===== src/rtl/wb_conbus_rr_if.sv =====
// wb_conbus_rr_if: bundled signals of the shared-bus Wishbone interconnect.
//
// Parameters: NM masters, NS slaves (must match the wb_conbus_rr instance).
// Master-side fields (m_*) are packed per master at [m*W +: W]; slave read data
// is packed per slave at [s*32 +: 32].
//
// Modports:
//   slave  - the interconnect itself: it is the slave of the masters' requests.
//            It takes m_* requests and s_dat_i/s_ack_i, and drives everything else.
//   master - the environment (masters plus slave devices) driving the interconnect.
interface wb_conbus_rr_if #(
    parameter int unsigned NM = 4,
    parameter int unsigned NS = 6
) ();
    // Master side
    logic [32*NM-1:0] m_adr_i;
    logic [32*NM-1:0] m_dat_i;
    logic [4*NM-1:0]  m_sel_i;
    logic [3*NM-1:0]  m_cti_i;
    logic [NM-1:0]    m_we_i;
    logic [NM-1:0]    m_cyc_i;
    logic [NM-1:0]    m_stb_i;
    logic [31:0]      m_dat_o;
    logic [NM-1:0]    m_ack_o;
    logic [NM-1:0]    m_err_o;
    // Slave side
    logic [31:0]      s_adr_o;
    logic [31:0]      s_dat_o;
    logic [3:0]       s_sel_o;
    logic [2:0]       s_cti_o;
    logic             s_we_o;
    logic [NS-1:0]    s_cyc_o;
    logic [NS-1:0]    s_stb_o;
    logic [32*NS-1:0] s_dat_i;
    logic [NS-1:0]    s_ack_i;

    modport slave (
        input  m_adr_i, m_dat_i, m_sel_i, m_cti_i, m_we_i, m_cyc_i, m_stb_i,
        input  s_dat_i, s_ack_i,
        output m_dat_o, m_ack_o, m_err_o,
        output s_adr_o, s_dat_o, s_sel_o, s_cti_o, s_we_o, s_cyc_o, s_stb_o
    );

    modport master (
        output m_adr_i, m_dat_i, m_sel_i, m_cti_i, m_we_i, m_cyc_i, m_stb_i,
        output s_dat_i, s_ack_i,
        input  m_dat_o, m_ack_o, m_err_o,
        input  s_adr_o, s_dat_o, s_sel_o, s_cti_o, s_we_o, s_cyc_o, s_stb_o
    );
endinterface


===== src/rtl/wb_conbus_rr.sv =====
// wb_conbus_rr: shared-bus Wishbone interconnect, NM masters to NS slaves.
//
// Round-robin arbitration; the grant is held for the whole CYC burst. The granted
// master's address MSBs (DEC_W bits) select the lowest-index matching slave.
// Unmapped accesses get a one-cycle registered bus error.
//
// Ports:
//   sys_clk - system clock, rising edge
//   sys_rst - asynchronous active-high reset
//   bus     - wb_conbus_rr_if.slave, all master and slave bus signals
//
// Optional feature: define WB_CONBUS_TIMEOUT_EN to enable a watchdog that
// errors out an access the selected slave has not acked within TIMEOUT cycles.
module wb_conbus_rr #(
    parameter int unsigned          NM      = 4,
    parameter int unsigned          NS      = 6,
    parameter int unsigned          DEC_W   = 3,
    parameter logic [NS*DEC_W-1:0]  S_ADDR  = '0,
    parameter int unsigned          TIMEOUT = 1024
) (
    input  logic            sys_clk,
    input  logic            sys_rst,
    wb_conbus_rr_if.slave   bus
);
    localparam int unsigned GW = (NM > 1) ? $clog2(NM) : 1;
    localparam int unsigned SW = (NS > 1) ? $clog2(NS) : 1;

    logic          grant_vld_q, grant_vld_d;
    logic [GW-1:0] grant_q, grant_d;
    logic [GW-1:0] last_q, last_d;
    logic          err_q, err_d;

    logic [31:0]   g_adr;
    logic          g_stb;
    logic          active;
    logic          hit;
    logic [SW-1:0] sel;
    logic [SW-1:0] dsel;
    logic          slave_ack;
    logic          to_fire;

    // Round-robin search starting after the last winner; only runs while the
    // bus is free, so a granted master keeps it as long as its cyc is high.
    always_comb begin
        logic          found;
        logic [GW-1:0] cand;
        grant_d     = grant_q;
        last_d      = last_q;
        grant_vld_d = grant_vld_q;
        found       = 1'b0;
        cand        = '0;
        if (!grant_vld_q || !bus.m_cyc_i[grant_q]) begin
            grant_vld_d = 1'b0;
            for (int i = 1; i <= int'(NM); i++) begin
                cand = GW'((int'(last_q) + i) % int'(NM));
                if (!found && bus.m_cyc_i[cand]) begin
                    found       = 1'b1;
                    grant_d     = cand;
                    last_d      = cand;
                    grant_vld_d = 1'b1;
                end
            end
        end
    end

    assign g_adr  = bus.m_adr_i[int'(grant_q)*32 +: 32];
    assign g_stb  = bus.m_stb_i[grant_q];
    assign active = grant_vld_q & bus.m_cyc_i[grant_q];

    // Descending scan so the lowest-index matching slave wins.
    always_comb begin
        hit = 1'b0;
        sel = '0;
        for (int s = int'(NS) - 1; s >= 0; s--) begin
            if (g_adr[31 -: DEC_W] == S_ADDR[s*DEC_W +: DEC_W]) begin
                hit = 1'b1;
                sel = SW'(s);
            end
        end
    end

    // Read data comes from slave 0 when nobody holds the grant (e.g. in reset).
    assign dsel      = grant_vld_q ? sel : '0;
    assign slave_ack = hit & bus.s_ack_i[sel];

    // Error flag for an unmapped strobe; the !err_q term limits it to one cycle.
    assign err_d = active & g_stb & ~hit & ~err_q;

`ifdef WB_CONBUS_TIMEOUT_EN
    logic [15:0] cnt_q, cnt_d;

    assign to_fire = active & g_stb & ~slave_ack & (cnt_q == 16'(TIMEOUT - 1));

    always_comb begin
        if (!active || !g_stb || slave_ack || err_q || to_fire) begin
            cnt_d = '0;
        end else begin
            cnt_d = cnt_q + 16'd1;
        end
    end

    always_ff @(posedge sys_clk or posedge sys_rst) begin
        if (sys_rst) begin
            cnt_q <= '0;
        end else begin
            cnt_q <= cnt_d;
        end
    end
`else
    logic [15:0] unused_timeout;
    assign unused_timeout = 16'(TIMEOUT);
    assign to_fire        = 1'b0;
`endif

    always_comb begin
        bus.s_adr_o = g_adr;
        bus.s_dat_o = bus.m_dat_i[int'(grant_q)*32 +: 32];
        bus.s_sel_o = bus.m_sel_i[int'(grant_q)*4 +: 4];
        bus.s_cti_o = bus.m_cti_i[int'(grant_q)*3 +: 3];
        bus.s_we_o  = bus.m_we_i[grant_q];
        bus.m_dat_o = bus.s_dat_i[int'(dsel)*32 +: 32];
        bus.s_cyc_o = '0;
        bus.s_stb_o = '0;
        bus.m_ack_o = '0;
        bus.m_err_o = '0;
        if (active && hit) begin
            bus.s_cyc_o[sel]     = 1'b1;
            bus.s_stb_o[sel]     = g_stb & ~to_fire;
            bus.m_ack_o[grant_q] = bus.s_ack_i[sel];
        end
        if (grant_vld_q) begin
            bus.m_err_o[grant_q] = err_q | to_fire;
        end
    end

    always_ff @(posedge sys_clk or posedge sys_rst) begin
        if (sys_rst) begin
            grant_vld_q <= 1'b0;
            grant_q     <= '0;
            last_q      <= GW'(NM - 1);
            err_q       <= 1'b0;
        end else begin
            grant_vld_q <= grant_vld_d;
            grant_q     <= grant_d;
            last_q      <= last_d;
            err_q       <= err_d;
        end
    end
endmodule


===== src/flat_wrapper.sv =====
// flat-port wrapper written by rule: the top's interface ports become plain ports
module wb_conbus_rr_flat 
#(
    parameter int unsigned          NM      = 4,
    parameter int unsigned          NS      = 6,
    parameter int unsigned          DEC_W   = 3,
    parameter logic [NS*DEC_W-1:0]  S_ADDR  = '0,
    parameter int unsigned          TIMEOUT = 1024
)
  (sys_clk, sys_rst, bus_m_adr_i, bus_m_dat_i, bus_m_sel_i, bus_m_cti_i, bus_m_we_i, bus_m_cyc_i, bus_m_stb_i, bus_s_dat_i, bus_s_ack_i, bus_m_dat_o, bus_m_ack_o, bus_m_err_o, bus_s_adr_o, bus_s_dat_o, bus_s_sel_o, bus_s_cti_o, bus_s_we_o, bus_s_cyc_o, bus_s_stb_o);
  wb_conbus_rr_if #(.NM(NM), .NS(NS)) bus_i ();
  input  logic sys_clk;
  input  logic sys_rst;
  input wire logic [$bits(bus_i.m_adr_i)-1:0] bus_m_adr_i;
  input wire logic [$bits(bus_i.m_dat_i)-1:0] bus_m_dat_i;
  input wire logic [$bits(bus_i.m_sel_i)-1:0] bus_m_sel_i;
  input wire logic [$bits(bus_i.m_cti_i)-1:0] bus_m_cti_i;
  input wire logic [$bits(bus_i.m_we_i)-1:0] bus_m_we_i;
  input wire logic [$bits(bus_i.m_cyc_i)-1:0] bus_m_cyc_i;
  input wire logic [$bits(bus_i.m_stb_i)-1:0] bus_m_stb_i;
  input wire logic [$bits(bus_i.s_dat_i)-1:0] bus_s_dat_i;
  input wire logic [$bits(bus_i.s_ack_i)-1:0] bus_s_ack_i;
  output wire logic [$bits(bus_i.m_dat_o)-1:0] bus_m_dat_o;
  output wire logic [$bits(bus_i.m_ack_o)-1:0] bus_m_ack_o;
  output wire logic [$bits(bus_i.m_err_o)-1:0] bus_m_err_o;
  output wire logic [$bits(bus_i.s_adr_o)-1:0] bus_s_adr_o;
  output wire logic [$bits(bus_i.s_dat_o)-1:0] bus_s_dat_o;
  output wire logic [$bits(bus_i.s_sel_o)-1:0] bus_s_sel_o;
  output wire logic [$bits(bus_i.s_cti_o)-1:0] bus_s_cti_o;
  output wire logic [$bits(bus_i.s_we_o)-1:0] bus_s_we_o;
  output wire logic [$bits(bus_i.s_cyc_o)-1:0] bus_s_cyc_o;
  output wire logic [$bits(bus_i.s_stb_o)-1:0] bus_s_stb_o;
  assign bus_i.m_adr_i = bus_m_adr_i;
  assign bus_i.m_dat_i = bus_m_dat_i;
  assign bus_i.m_sel_i = bus_m_sel_i;
  assign bus_i.m_cti_i = bus_m_cti_i;
  assign bus_i.m_we_i = bus_m_we_i;
  assign bus_i.m_cyc_i = bus_m_cyc_i;
  assign bus_i.m_stb_i = bus_m_stb_i;
  assign bus_i.s_dat_i = bus_s_dat_i;
  assign bus_i.s_ack_i = bus_s_ack_i;
  assign bus_m_dat_o = bus_i.m_dat_o;
  assign bus_m_ack_o = bus_i.m_ack_o;
  assign bus_m_err_o = bus_i.m_err_o;
  assign bus_s_adr_o = bus_i.s_adr_o;
  assign bus_s_dat_o = bus_i.s_dat_o;
  assign bus_s_sel_o = bus_i.s_sel_o;
  assign bus_s_cti_o = bus_i.s_cti_o;
  assign bus_s_we_o = bus_i.s_we_o;
  assign bus_s_cyc_o = bus_i.s_cyc_o;
  assign bus_s_stb_o = bus_i.s_stb_o;
  wb_conbus_rr #(.NM(NM), .NS(NS), .DEC_W(DEC_W), .S_ADDR(S_ADDR), .TIMEOUT(TIMEOUT)) u_core (.sys_clk(sys_clk), .sys_rst(sys_rst), .bus(bus_i));
endmodule

===== config.mk =====
export PLATFORM = sky130hd
export DESIGN_NAME = wb_conbus_rr_flat
export DESIGN_NICKNAME = d
export VERILOG_FILES = /design/src/rtl/wb_conbus_rr_if.sv /design/src/rtl/wb_conbus_rr.sv /design/src/flat_wrapper.sv
export SDC_FILE = /design/constraint.sdc
export NUM_CORES = 1
export LEC_CHECK = 0
export ABC_AREA = 1
export CORE_AREA = 2 2 242 244
export CTS_CLUSTER_SIZE = 28
export DETAILED_ROUTE_END_ITERATION = 10
export DIE_AREA = 0 0 244 246
export PLACE_DENSITY = 0.4
export SKIP_LAST_GASP = 1
export SLEW_MARGIN = 0
export SYNTH_ARGS = -nofsm -noshare
export SYNTH_HDL_FRONTEND = slang
export SYNTH_SLANG_ARGS = --single-unit

===== constraint.sdc =====
create_clock -name sys_clk -period 2.1 [get_ports sys_clk]
set_input_delay 0.42 -clock sys_clk [delete_from_list [all_inputs] [get_ports sys_clk]]
set_output_delay 0.42 -clock sys_clk [all_outputs]
set_load 0.03 [all_outputs]

==> flow_summary.yaml <==
logic_synthesis:
  seq_area_frac_synth: 0.0613
  yosysTopAreaCellShare: 0.362
  yosys_warnings: 0
  synthTopCellsByCount: "nand2_1 (163), a22oi_1 (120), buf_4 (42)"
  synth_edf_count: 0
  synthTopCellsByArea: "a22oi_1 (36%), nand2_1 (25%), buf_4 (13%), nand3_1 (5.6%), dfrtp_1 (4.0%)"
  yosysUniqueCellTypes: 21
  syn_area_per_cell_um2: 5.66
  post-synth-top-area-cell: "a22oi_1"
  syn_area_um2: 2490
  async_flop_share: 1.00
  synthCells: 440
  yosysMostFrequentCell: "nand2_1"
  synth_ff_type: "dfrtp_1"
  ys_ff_latch: 6
cts:
  cts_htree_levels: 1
  ctsHoldBuffers: 0
  tritoncts: "yes"
  insertion_delay_ps: 230
  clockBufferDepth: 2
  cts_buffers: 3
  clk_transition_reported_paths_ps: 40
  clock_sinks: 6
  clockRootBuffer: "clkbuf_16"
finish:
  antenna_cells: 0
  syn2layout_area_growth_pct: 226
  drive_above_1_share: 0.262
  layout.nets: 1324
  fill_cells: 6587
sta:
  hold_slack_ps: 438
  worst_slack_ps: -313
  hold_viol_final: 0
  setup_tns_ps: -10810
  skew_ps: 1.17
  slew_violations: 0
  post-route-period-util: 1.15
  fmax_ghz: 0.414
  setup_viol: 65
  rsz0062_at_grt: "yes"
  period_needed_ps: 2410
setup_path:
  crit_fanout: 9
  critPathSlowestCell: "dfrtp_2"
  r2r_cells: 11
  critical_path_required_ps: 1680
  crit_type: "flop to output port"
  slowest_delay_ps: 450
  r2r_start: "u_core.last_q[0]$_DFFE_PP1P_"
  arrival_ps: 1990
  setup.worst_path.start_class: "flop"
  crit_start: "u_core.grant_q[1]$_DFFE_PP0P_"
  crit_path_cell_trace: "buf_6 -> nor2_4 -> buf_12 -> buf_4 -> buf_12 -> bufbuf_16 -> a22oi_1 -> nand3_1 -> buf_6"
  endpoint_kind: "output port"
floorplan:
  start_util: 0.0434
  die_w_um: 244
  placementRows: 88
  ioPinCount: 620
  core_area_um2: 57400
  die_h_um: 246
  die_area_um2: 60000
pwr:
  p_total_mw: 11.9
  pwr-share-clk: 0.026
  p_switching_mw: 6.37
  combPwrFrac: 0.949
  p_int_mw: 5.53
  switching_share: 0.535
  seqPwrFrac: 0.025
  powerDensity_nw_per_um2: 1470
  leakagePower_nw: 3.22
  ir_drop_mv: 0.744
status:
  status: "finished, violations left"
  violations: "setup timing"
place:
  port-buffer-count: 380
  routabilityCongestion: 0.785
  hpwl_mm: 19.2
hold_path:
  min-delay-start: "u_core.err_q$_DFF_PP0_"
  hold_depth: 1
  min_path_type: "flop to flop"
routing:
  viasPerCell: 2.96
  drc: 0
  routed_wl_mm: 22.9
  wire_per_inst_um: 14.4
  first_pass_iters: 4
  via_count: 4711
  drt-initial-drc-count: 188
  ant_nets: 0
grt:
  grt_pass1_vias: 4958
  grt_overflow: 0
  antenna_found_initial: 6
  grt_pass1_wl_mm: 31.0
  grtUsageTotal: 0.0695
  grt_max_degree: 21
flow_run:
  max_cap_violations: 0
## worst max-delay path, delay by kind of cell, from the launching register on
| family | cells | cell delay (ps) |
|---|---|---|
| AND/OR/NAND/NOR | 2 | 230 |
| flip-flops | 1 | 450 |
| AO/OA/AOI/OAI | 1 | 80 |
| buffers and inverters | 6 | 980 |
## power by group through the flow
stage | sequential (mW) | combinational (mW) | clock, mW
global placement | 0.291 | 9.73 | 0
floorplan | 0.249 | 5.03 | 0
global route | 0.307 | 12.1 | 0.336
CTS | 0.305 | 10.9 | 0.324
finish | 0.297 | 11.3 | 0.313
detailed placement | 0.295 | 9.68 | 0
## what timing repair did
action                                 CTS  global route
gates cloned                             2             3
endpoints found under the hold margin    0             0
setup endpoints to repair               83            80
pin swaps                               24             7
setup buffers                           10             6
resized for setup                      106            38
## flip-flops by register name (all words and copies together), names as in the netlist
signal              flops
u_core.grant_q          2
u_core.last_q           2
u_core.err_q            1
u_core.grant_vld_q      1
## area by class of cell
cell class	count	area (µm²)	share of cell area
multi-input cells	352	2120	0.262
inverters	20	95.1	0.0117
clock buffers	3	75.1	0.00927
well taps	765	957	0.118
repair buffers	445	4700	0.580
flip-flops and latches	6	155	0.0192
## routing by layer
metal,vias to the layer above,track usage,share of wire
li1,2284,-,-
met1,2096,0.0764,0.38
met2,299,0.125,0.49
met3,26,0.0243,0.098
met4,6,0.0221,0.031
met5,-,0,0.0017
## per-stage QoR
step	cells	setup WS (ps)	utilization	area [µm²]
final	1591	-313	0.141	8100
after global routing	1591	-410	0.141	8100
after CTS	1582	-324	0.137	7850
after detailed placement	1570	-876	0.127	7260
after global placement	1570	-844	0.127	7260
after floorplan	449	-183	-	2570
## placed cells by master (no fill, tap or decap)
cell             synthesis  routed
a22oi_2                  0      26
clkdlybuf4s15_1          0       1
nand2_2                  5      12
buf_6                    1      50
conb_1                   1      10
inv_4                    0       1
o22ai_1                  4       4
dfrtp_2                  0       2
clkbuf_16                0       5
buf_16                   0       3
nand4_1                  1       1
nor3_2                   0       1
bufbuf_16                0       1
dlygate4sd2_1            0       2
o21ai_1                  1       2
dfrtp_1                  4       2
buf_12                   0      21
nor2_1                  10       8
inv_1                   12      11
inv_6                    0       2
nor2_4                   0       8
nand2_4                  0       5
a22oi_1                120      94
nand3_2                  0       3
inv_2                    7       5
buf_4                   42      62
nand2_1                163     150
buf_8                    0       5
nor3_1                   3       2
inv_8                    0       1
nand2_8                  0       1
dfstp_2                  2       2
clkdlybuf4s50_1          0     298
nand3_1                 28      25
## cells by family after synthesis
kind of cell,Yosys count,synth area share
and+or+nand+nor,216,0.353
DFF,6,0.0613
buffers and inverters,91,0.208
other,1,0.00151
AOI/OAI and AO/OA,126,0.376
## final timing paths
path,slack [ps],to
hold / removal,440,u_core.err_q$_DFF_PP0_
setup reg to reg,240,u_core.grant_q[1]$_DFFE_PP0P_
min in group asynchronous,470,u_core.err_q$_DFF_PP0_
setup / recovery,-310,bus_s_dat_o[26]
hold reg to reg,440,u_core.err_q$_DFF_PP0_
max in group asynchronous,1340,u_core.last_q[0]$_DFFE_PP1P_
Power figures use the tool's default switching activity.
